===== src/rtl/mem_arbiter.sv =====
// Shares one memory port between a read-only fetch client (I) and a read/write data client (D).
// Latency: request seen in IDLE at cycle t reaches memory at t+1; resp is combinational from mem_resp.
// Backpressure: clients hold requests until resp; one IDLE bubble follows every completed access.
module mem_arbiter #(
  parameter int unsigned MAX_D_STREAK = 4
) (
  input  logic        clk,
  input  logic        rst,
  input  logic        i_read,
  input  logic [31:0] i_address,
  output logic [31:0] i_rdata,
  output logic        i_resp,
  input  logic        d_read,
  input  logic        d_write,
  input  logic [3:0]  d_byte_enable,
  input  logic [31:0] d_address,
  input  logic [31:0] d_wdata,
  output logic [31:0] d_rdata,
  output logic        d_resp,
  output logic        mem_read,
  output logic        mem_write,
  output logic [3:0]  mem_byte_enable,
  output logic [31:0] mem_address,
  output logic [31:0] mem_wdata,
  input  logic [31:0] mem_rdata,
  input  logic        mem_resp,
  output logic        grant_d
);

  typedef enum logic [1:0] {
    IDLE    = 2'd0,
    SERVE_I = 2'd1,
    SERVE_D = 2'd2
  } state_t;

  localparam logic [3:0] MaxStreak = 4'(MAX_D_STREAK);

  state_t     state_q, state_d;
  logic [3:0] streak_q, streak_d;
  logic       d_req;
  logic       force_i;

  assign d_req   = d_read | d_write;
  // Fetch has waited through the allowed number of data grants: it wins this round.
  assign force_i = i_read && (streak_q == MaxStreak);

  // State and anti-starvation counter registers.
  always_ff @(posedge clk) begin
    if (rst) begin
      state_q  <= IDLE;
      streak_q <= 4'd0;
    end else begin
      state_q  <= state_d;
      streak_q <= streak_d;
    end
  end

  // Arbitration happens only in IDLE; serve states wait for mem_resp.
  always_comb begin
    state_d  = state_q;
    streak_d = streak_q;
    case (state_q)
      IDLE: begin
        if (d_req && !force_i) begin
          state_d = SERVE_D;
          if (i_read) begin
            streak_d = (streak_q == MaxStreak) ? streak_q : streak_q + 4'd1;
          end else begin
            streak_d = 4'd0;
          end
        end else if (i_read) begin
          state_d  = SERVE_I;
          streak_d = 4'd0;
        end else begin
          streak_d = 4'd0;
        end
      end
      SERVE_I: if (mem_resp) state_d = IDLE;
      SERVE_D: if (mem_resp) state_d = IDLE;
      default: state_d = IDLE;
    endcase
  end

  // Memory port and response steering from the granted client's held inputs.
  always_comb begin
    mem_read        = 1'b0;
    mem_write       = 1'b0;
    mem_byte_enable = 4'b0000;
    mem_address     = 32'h0;
    mem_wdata       = 32'h0;
    i_resp          = 1'b0;
    i_rdata         = 32'h0;
    d_resp          = 1'b0;
    d_rdata         = 32'h0;
    grant_d         = 1'b0;
    case (state_q)
      SERVE_I: begin
        mem_read    = 1'b1;
        mem_address = i_address;
        i_resp      = mem_resp;
        i_rdata     = mem_resp ? mem_rdata : 32'h0;
      end
      SERVE_D: begin
        // A simultaneous read and write is treated as a write.
        mem_read        = d_read & ~d_write;
        mem_write       = d_write;
        mem_byte_enable = d_byte_enable;
        mem_address     = d_address;
        mem_wdata       = d_wdata;
        d_resp          = mem_resp;
        d_rdata         = mem_resp ? mem_rdata : 32'h0;
        grant_d         = 1'b1;
      end
      default: ;
    endcase
  end

endmodule

===== config.mk =====
export PLATFORM = sky130hd
export DESIGN_NAME = mem_arbiter
export DESIGN_NICKNAME = d
export VERILOG_FILES = /design/src/rtl/mem_arbiter.sv
export SDC_FILE = /design/constraint.sdc
export NUM_CORES = 1
export LEC_CHECK = 0
export CAP_MARGIN = 15
export CORE_AREA = 2 2 106 108
export DETAILED_ROUTE_END_ITERATION = 10
export DIE_AREA = 0 0 108 110
export GPL_ROUTABILITY_DRIVEN = 0
export GPL_TIMING_DRIVEN = 0
export PLACE_DENSITY_LB_ADDON = 0.05
export RECOVER_POWER = 100
export SLEW_MARGIN = 20
export SYNTH_ARGS = -nofsm -noshare
export SYNTH_HDL_FRONTEND = slang
export SYNTH_SLANG_ARGS = --single-unit

===== constraint.sdc =====
create_clock -name clk -period 1.45 [get_ports clk]
set_clock_uncertainty 0.15 [all_clocks]
set_input_delay 0.2175 -clock clk [delete_from_list [all_inputs] [get_ports clk]]
set_output_delay 0.2175 -clock clk [all_outputs]
set_load 0.01 [all_outputs]

==> impl_metrics.env, run 1 <==
export IMPL_intPower_mw=1.67
export IMPL_initial_utilization=0.147
export IMPL_netlist_top_cells_area="sky130_fd_sc_hd__and3_1, sky130_fd_sc_hd__a22oi_1, sky130_fd_sc_hd__and2_1"
export IMPL_post_synth_top_area_cell="sky130_fd_sc_hd__and3_1"
export IMPL_share_clk_of_total_power=0.102
export IMPL_fmax_ghz=0.536
export IMPL_finalSetupViolations=138
export IMPL_worst_hold_path_type="register to register"
export IMPL_dr_total_vias=2994
export IMPL_finalNonFillerCells=686
export IMPL_hold_ws_ns=0.370
export IMPL_rsz0062_at_grt="true"
export IMPL_avgRoutedWirePerCell_um=16.5
export IMPL_clockRootBuffer="sky130_fd_sc_hd__clkbuf_8"
export IMPL_power_total_mw=2.64
export IMPL_synth_nets=390
export IMPL_final_period_utilization=1.29
export IMPL_area_share_of_the_largest_cell_type_after_synthesis=0.255
export IMPL_std_cell_core_area_sq_um=10700
export IMPL_leading_register_cell_type_out_of_synthesis="sky130_fd_sc_hd__dfxtp_1"
export IMPL_cts_max_level=1
export IMPL_syn_cell_area_sq_um=1570
export IMPL_grt_max_degree=11
export IMPL_path_max_fanout=10
export IMPL_synth_edff_count=0
export IMPL_synth_cells_most_frequent="sky130_fd_sc_hd__and3_1, sky130_fd_sc_hd__and2_1, sky130_fd_sc_hd__nor2_1, sky130_fd_sc_hd__a22oi_1, sky130_fd_sc_hd__clkbuf_1"
export IMPL_post_route_drc_count=0
export IMPL_syn_avg_cell_area_sq_um=6.41
export IMPL_dr_max_layer_used="met4"
export IMPL_post_synth_top_count_cell="sky130_fd_sc_hd__and3_1"
export IMPL_die_height_um=110
export IMPL_fin_crit_ns=1.86
export IMPL_wl_met1_um=4230
export IMPL_clk_pin_slew_ns=0.04
export IMPL_grt_pass1_wl_um=16100
export IMPL_post_synthesis_async_set_or_reset_flop_share=0
export IMPL_fillcell_total=1054
export IMPL_seq_power_share=0.073
export IMPL_design_final_nets=692
export IMPL_leakagePower_nw=2.43
export IMPL_yosys_register_bits=6
export IMPL_number_of_standard_cells_after_synthesis=245
export IMPL_boundaryPins=275
export IMPL_drive_gt1_frac=0.522
export IMPL_setup_worst_path_start_class="register"
export IMPL_netSwitchingPower_mw=0.972
export IMPL_result_of_the_run="complete, but fails checks"
export IMPL_cts_tree="built"
export IMPL_failed_checks="setup timing"
export IMPL_avgViaCountPerCell=4.36
export IMPL_cts_sinks=6
export IMPL_clk_path_buf_depth=2
export IMPL_drv_slew=0
export IMPL_relSlewSlack=0.743
export IMPL_combinationalPowerShare=0.826
export IMPL_tightest_slew_ns=0.385
export IMPL_power_switching_share=0.368
export IMPL_yosysWarningCount=0
export IMPL_post_place_ws_ns=-1.14
export IMPL_p_per_area_nw_per_um2=496
export IMPL_critical_path_arrival_ns=1.50
export IMPL_critical_path_required_ns=1.08
export IMPL_grt_overflow_total=0
export IMPL_ant_nets=0
export IMPL_first_pass_iters=4
export IMPL_die_area_sq_um=11900
export IMPL_seq_area_frac_synth=0.0765
export IMPL_first_global_vias=2847
export IMPL_worstSetupEndpointType="primary output"
export IMPL_place_inst=659
export IMPL_synthToLayoutAreaGrowth_pct=239
export IMPL_layout_setup_ws_ns=-0.414
export IMPL_cap_viol_max_count=0
export IMPL_drt_iter0_drc=113
export IMPL_timing_setup_critical_path_class="register to primary output"
export IMPL_n_antenna_cell=0
export IMPL_ir_drop_mv=0.370
export IMPL_io_buffers=274
export IMPL_antenna_found_initial=0
export IMPL_dpl_hpwl_um=8740
export IMPL_yosys_cell_types_count=28
export IMPL_grt_util_all_layers=0.169
export IMPL_routed_wirelength_um=11300
export IMPL_die_w_um=108
export IMPL_detailroute_wirelength_met3_um=989
export IMPL_numCtsBuffers=3
export IMPL_wl_met2_um=6050
export IMPL_worst_skew_pair_late_latency_ns=0.22
export IMPL_rows=38
export IMPL_report_final_hold_viol_count=0
-- through the flow --
step	util	TNS [ns]	instance area (sq um)
3_3_place_gp	0.455	-100.01	4860
6_report	0.498	-45.81	5320
5_1_grt	0.498	-52.82	5320
4_1_cts	0.487	-45.25	5210
3_5_place_dp	0.455	-101.71	4860
2_1_floorplan	-	-0.376	1950
-- routing by layer --
metal | track usage | vias to the layer above
met5 | 0 | -
met1 | 0.195 | 1377
met3 | 0.0394 | 2
met2 | 0.327 | 129
met4 | 0.0192 | 0
li1 | - | 1486
-- cell families after synthesis --
logic type | share of synthesized area
AO/OA/AOI/OAI | 0.201
flip-flops | 0.0765
adder cells (fa/ha/maj) | 0.0558
AND/OR/NAND/NOR | 0.578
buffers and inverters | 0.0884
-- cell type report --
cell class                 count  area (sq um)  area share
inverter                       6          42.5     0.00799
multi-input combinational    205          1740       0.328
buffer                        27           412      0.0773
sequential                     6           128      0.0240
tap                          140           175      0.0329
timing repair buffer         297          2760       0.519
clock buffer                   4          45.0     0.00846
timing repair inverter         1          16.3     0.00306
-- flip-flops by register name (all words and copies together), names as in the netlist --
register / flops
streak_q: 4
state_q: 2
-- cells in the final DEF (no fill, tap or decap), drive strengths merged --
master         count
a2111o             1
a21oi              3
a22oi             32
a31oi              3
and2              39
and3              64
and4               1
buf              138
clkbuf            30
clkdlybuf4s15     23
clkdlybuf4s50    136
clkinv             2
dfxtp              6
dlygate4sd2        1
ha                 7
inv                5
nand2b             4
nand3              1
nand3b             1
nand4              3
nand4b             4
nor2              34
nor2b              1
nor4b              1
o2111ai            1
o21a               1
o21ai              1
o31ai              1
or2                1
or2b               1
-- power by group through the flow --
stage | logic [mW] | registers (mW) | clock network [mW]
finish | 2.18 | 0.192 | 0.269
floorplan | 0.769 | 0.191 | 0
global route | 2.33 | 0.194 | 0.284
global placement | 1.71 | 0.194 | 0
CTS | 2.14 | 0.192 | 0.272
detailed placement | 1.72 | 0.194 | 0
-- what timing repair did --
action                                 in CTS  in global routing
gates cloned                                8                  2
buffers inserted                           10                  4
endpoints found under the hold margin       0                  0
hold buffers                                0                  0
setup endpoints to repair                 139                140
pin swaps                                  39                  9
resized for setup                         664                 16
-- worst paths after layout --
check / from / endpoint / slack [ns] / cells past startpoint
max: state_q[0] / d_rdata[29] / -0.41 / 6
min reg2reg: streak_q[0] / streak_q[0] / 0.37 / 2
max reg2reg: state_q[1] / state_q[1] / -0.22 / 8
min: streak_q[0] / streak_q[0] / 0.37 / 2
-- critical path: stages (launching register included) --
cell	delay, ns
sky130_fd_sc_hd__dfxtp_4	0.36
sky130_fd_sc_hd__inv_6	0.08
sky130_fd_sc_hd__ha_4	0.14
sky130_fd_sc_hd__buf_12	0.14
sky130_fd_sc_hd__clkbuf_8	0.16
sky130_fd_sc_hd__and3_1	0.14
sky130_fd_sc_hd__clkdlybuf4s15_2	0.23
(Power assumes the default switching activity.)
==> run 2, diff against run 1 <==
--- a/config.mk
+++ b/config.mk
@@ -7,6 +7,7 @@
 export LEC_CHECK = 0
 export CAP_MARGIN = 15
 export CORE_AREA = 2 2 106 108
+export CTS_CLUSTER_SIZE = 8
 export DETAILED_ROUTE_END_ITERATION = 10
 export DIE_AREA = 0 0 108 110
 export GPL_ROUTABILITY_DRIVEN = 0
==> results of run 2 <==
No change in the layout: final DEF, timing and power equal those of run 1.
==> run 3, diff against run 2 <==
--- a/config.mk
+++ b/config.mk
@@ -7,6 +7,7 @@
 export LEC_CHECK = 0
 export CAP_MARGIN = 15
 export CORE_AREA = 2 2 106 108
+export CTS_BUF_LIST = sky130_fd_sc_hd__clkbuf_8
 export CTS_CLUSTER_SIZE = 8
 export DETAILED_ROUTE_END_ITERATION = 10
 export DIE_AREA = 0 0 108 110
==> impl_metrics.env, run 3 (synthesis results as in run 1) <==
export IMPL_rr_startpoint="state_q[1]"
export IMPL_rows=38
export IMPL_dr_total_vias=2990
export IMPL_placed_area_sq_um=4860
export IMPL_grt_max_degree=11
export IMPL_drt_iter0_drc=112
export IMPL_grt_util_all_layers=0.170
export IMPL_largest_register="streak_q"
export IMPL_boundaryPins=275
export IMPL_drive_gt1_frac=0.522
export IMPL_timing_setup_critical_path_class="register to primary output"
export IMPL_result_of_the_run="complete, but fails checks"
export IMPL_die_area_sq_um=11900
export IMPL_fin_crit_ns=1.86
export IMPL_synthToLayoutAreaGrowth_pct=239
export IMPL_grt_pass1_wl_um=16100
export IMPL_worst_hold_path_type="register to register"
export IMPL_clk_path_buf_depth=2
export IMPL_p_per_area_nw_per_um2=494
export IMPL_die_height_um=110
export IMPL_drv_slew=0
export IMPL_stdcell_area_sq_um=5320
export IMPL_design_final_nets=692
export IMPL_final_period_utilization=1.29
export IMPL_worst_skew_pair_late_latency_ns=0.22
export IMPL_regToRegSetupSlack_ns=-0.22
export IMPL_r2r_endpoint="state_q[1]"
export IMPL_critical_path_required_ns=1.08
export IMPL_power_total_mw=2.63
export IMPL_die_w_um=108
export IMPL_finalSetupViolations=138
export IMPL_avgViaCountPerCell=4.36
export IMPL_ant_nets=0
export IMPL_failed_checks="setup timing"
export IMPL_largestRegisters="streak_q x4, state_q x2"
export IMPL_grt_overflow_total=0
export IMPL_worstSetupEndpointType="primary output"
export IMPL_cap_viol_max_count=0
export IMPL_clockRootBuffer="sky130_fd_sc_hd__clkbuf_8"
export IMPL_antenna_found_initial=0
export IMPL_std_cell_core_area_sq_um=10700
export IMPL_first_pass_iters=4
export IMPL_report_final_hold_viol_count=0
export IMPL_largest_register_ffs=4
export IMPL_cts_sinks=6
export IMPL_cts_tree="built"
export IMPL_first_global_vias=2850
export IMPL_n_antenna_cell=0
export IMPL_tightest_slew_ns=0.385
export IMPL_crit_end="d_rdata[29]"
export IMPL_ir_drop_mv=0.370
export IMPL_worstRegToRegCells=8
export IMPL_fmax_ghz=0.536
export IMPL_layout_setup_ws_ns=-0.415
export IMPL_clk_pin_slew_ns=0.04
export IMPL_worstSetupStartpoint="state_q[0]"
export IMPL_commonest_non_fill_non_tap_cell_in_the_layout="sky130_fd_sc_hd__clkdlybuf4s50_1"
export IMPL_io_buffers=274
export IMPL_post_route_drc_count=0
export IMPL_initial_utilization=0.147
export IMPL_cts_hold_buffers=0
export IMPL_top_library_cells_by_usage_in_the_layout_fill_and_taps_aside="sky130_fd_sc_hd__clkdlybuf4s50_1, sky130_fd_sc_hd__buf_2, sky130_fd_sc_hd__and3_1, sky130_fd_sc_hd__buf_6, sky130_fd_sc_hd__a22oi_2"
export IMPL_dpl_hpwl_um=8740
export IMPL_rsz0062_at_grt="true"
export IMPL_path_max_fanout=10
export IMPL_numCtsBuffers=3
export IMPL_avgRoutedWirePerCell_um=16.5
export IMPL_setup_worst_path_start_class="register"
export IMPL_cts_max_level=1
export IMPL_leakagePower_nw=2.44
export IMPL_critical_path_arrival_ns=1.50
export IMPL_relSlewSlack=0.743
export IMPL_routed_wirelength_um=11300
==> run 3: cell types whose count changed in the layout (fill, tap and decap cells not counted) <==
cell / before / now
sky130_fd_sc_hd__clkbuf_1: 3 / 2
sky130_fd_sc_hd__inv_1: 3 / 4
==> run 3: how the worst min path moves through the flow <==
stage	start	endpoint	depth (start not counted)
2_1_floorplan	rst	state_q[1]	1
3_3_place_gp	streak_q[3]	streak_q[3]	2
3_5_place_dp	streak_q[0]	streak_q[0]	2
4_1_cts	streak_q[1]	streak_q[1]	2
5_1_grt	streak_q[3]	streak_q[3]	2
6_report	streak_q[0]	streak_q[0]	2
==> run 3: what timing repair did <==
| item | CTS | global route |
|---|---|---|
| gates resized for setup | 664 | 16 |
| buffers inserted | 10 | 4 |
| gates cloned | 8 | 2 |
| endpoints found under the setup margin | 139 | 140 |
| pin swaps | 39 | 9 |
==> run 3: report_power, final <==
part | internal [mW] | switching (mW) | total (mW)
combinational | 1.30 | 0.878 | 2.18
clock | 0.183 | 0.0795 | 0.262
sequential | 0.176 | 0.0154 | 0.192
==> run 3: area by class of cell <==
class                      instances  area (sq um)
buffer                            27           412
clock buffer                       3          41.3
clock inverter                     1          3.75
fill                            1054          5370
inverter                           6          42.5
multi-input combinational        205          1740
sequential                         6           128
tap                              140           175
timing repair buffer             297          2760
timing repair inverter             1          16.3
==> run 3: routing by layer <==
layer	GRT usage	up-vias	wire [um]
li1	-	1485	-
met1	0.195	1374	4230
met2	0.327	129	6050
met3	0.0394	2	989
met4	0.0192	0	27
met5	0	-	0
==> run 3: critical path, stage by stage, from the launching register on <==
cell	delay, ns
sky130_fd_sc_hd__dfxtp_4	0.36
sky130_fd_sc_hd__inv_6	0.08
sky130_fd_sc_hd__ha_4	0.14
sky130_fd_sc_hd__buf_12	0.14
sky130_fd_sc_hd__clkbuf_8	0.16
sky130_fd_sc_hd__and3_1	0.14
sky130_fd_sc_hd__clkdlybuf4s15_2	0.23
==> run 3: per-stage QoR <==
stage / utilization / setup slack [ns] / hold WS [ns] / cells / setup TNS [ns]
floorplan: - / -0.0138 / 0.127 / 245 / -0.376
global placement: 0.455 / -1.12 / 0.357 / 659 / -100.01
detailed placement: 0.455 / -1.14 / 0.363 / 659 / -101.71
CTS: 0.487 / -0.421 / 0.367 / 681 / -45.34
global route: 0.498 / -0.465 / 0.403 / 686 / -53.19
finish: 0.498 / -0.415 / 0.370 / 686 / -45.88
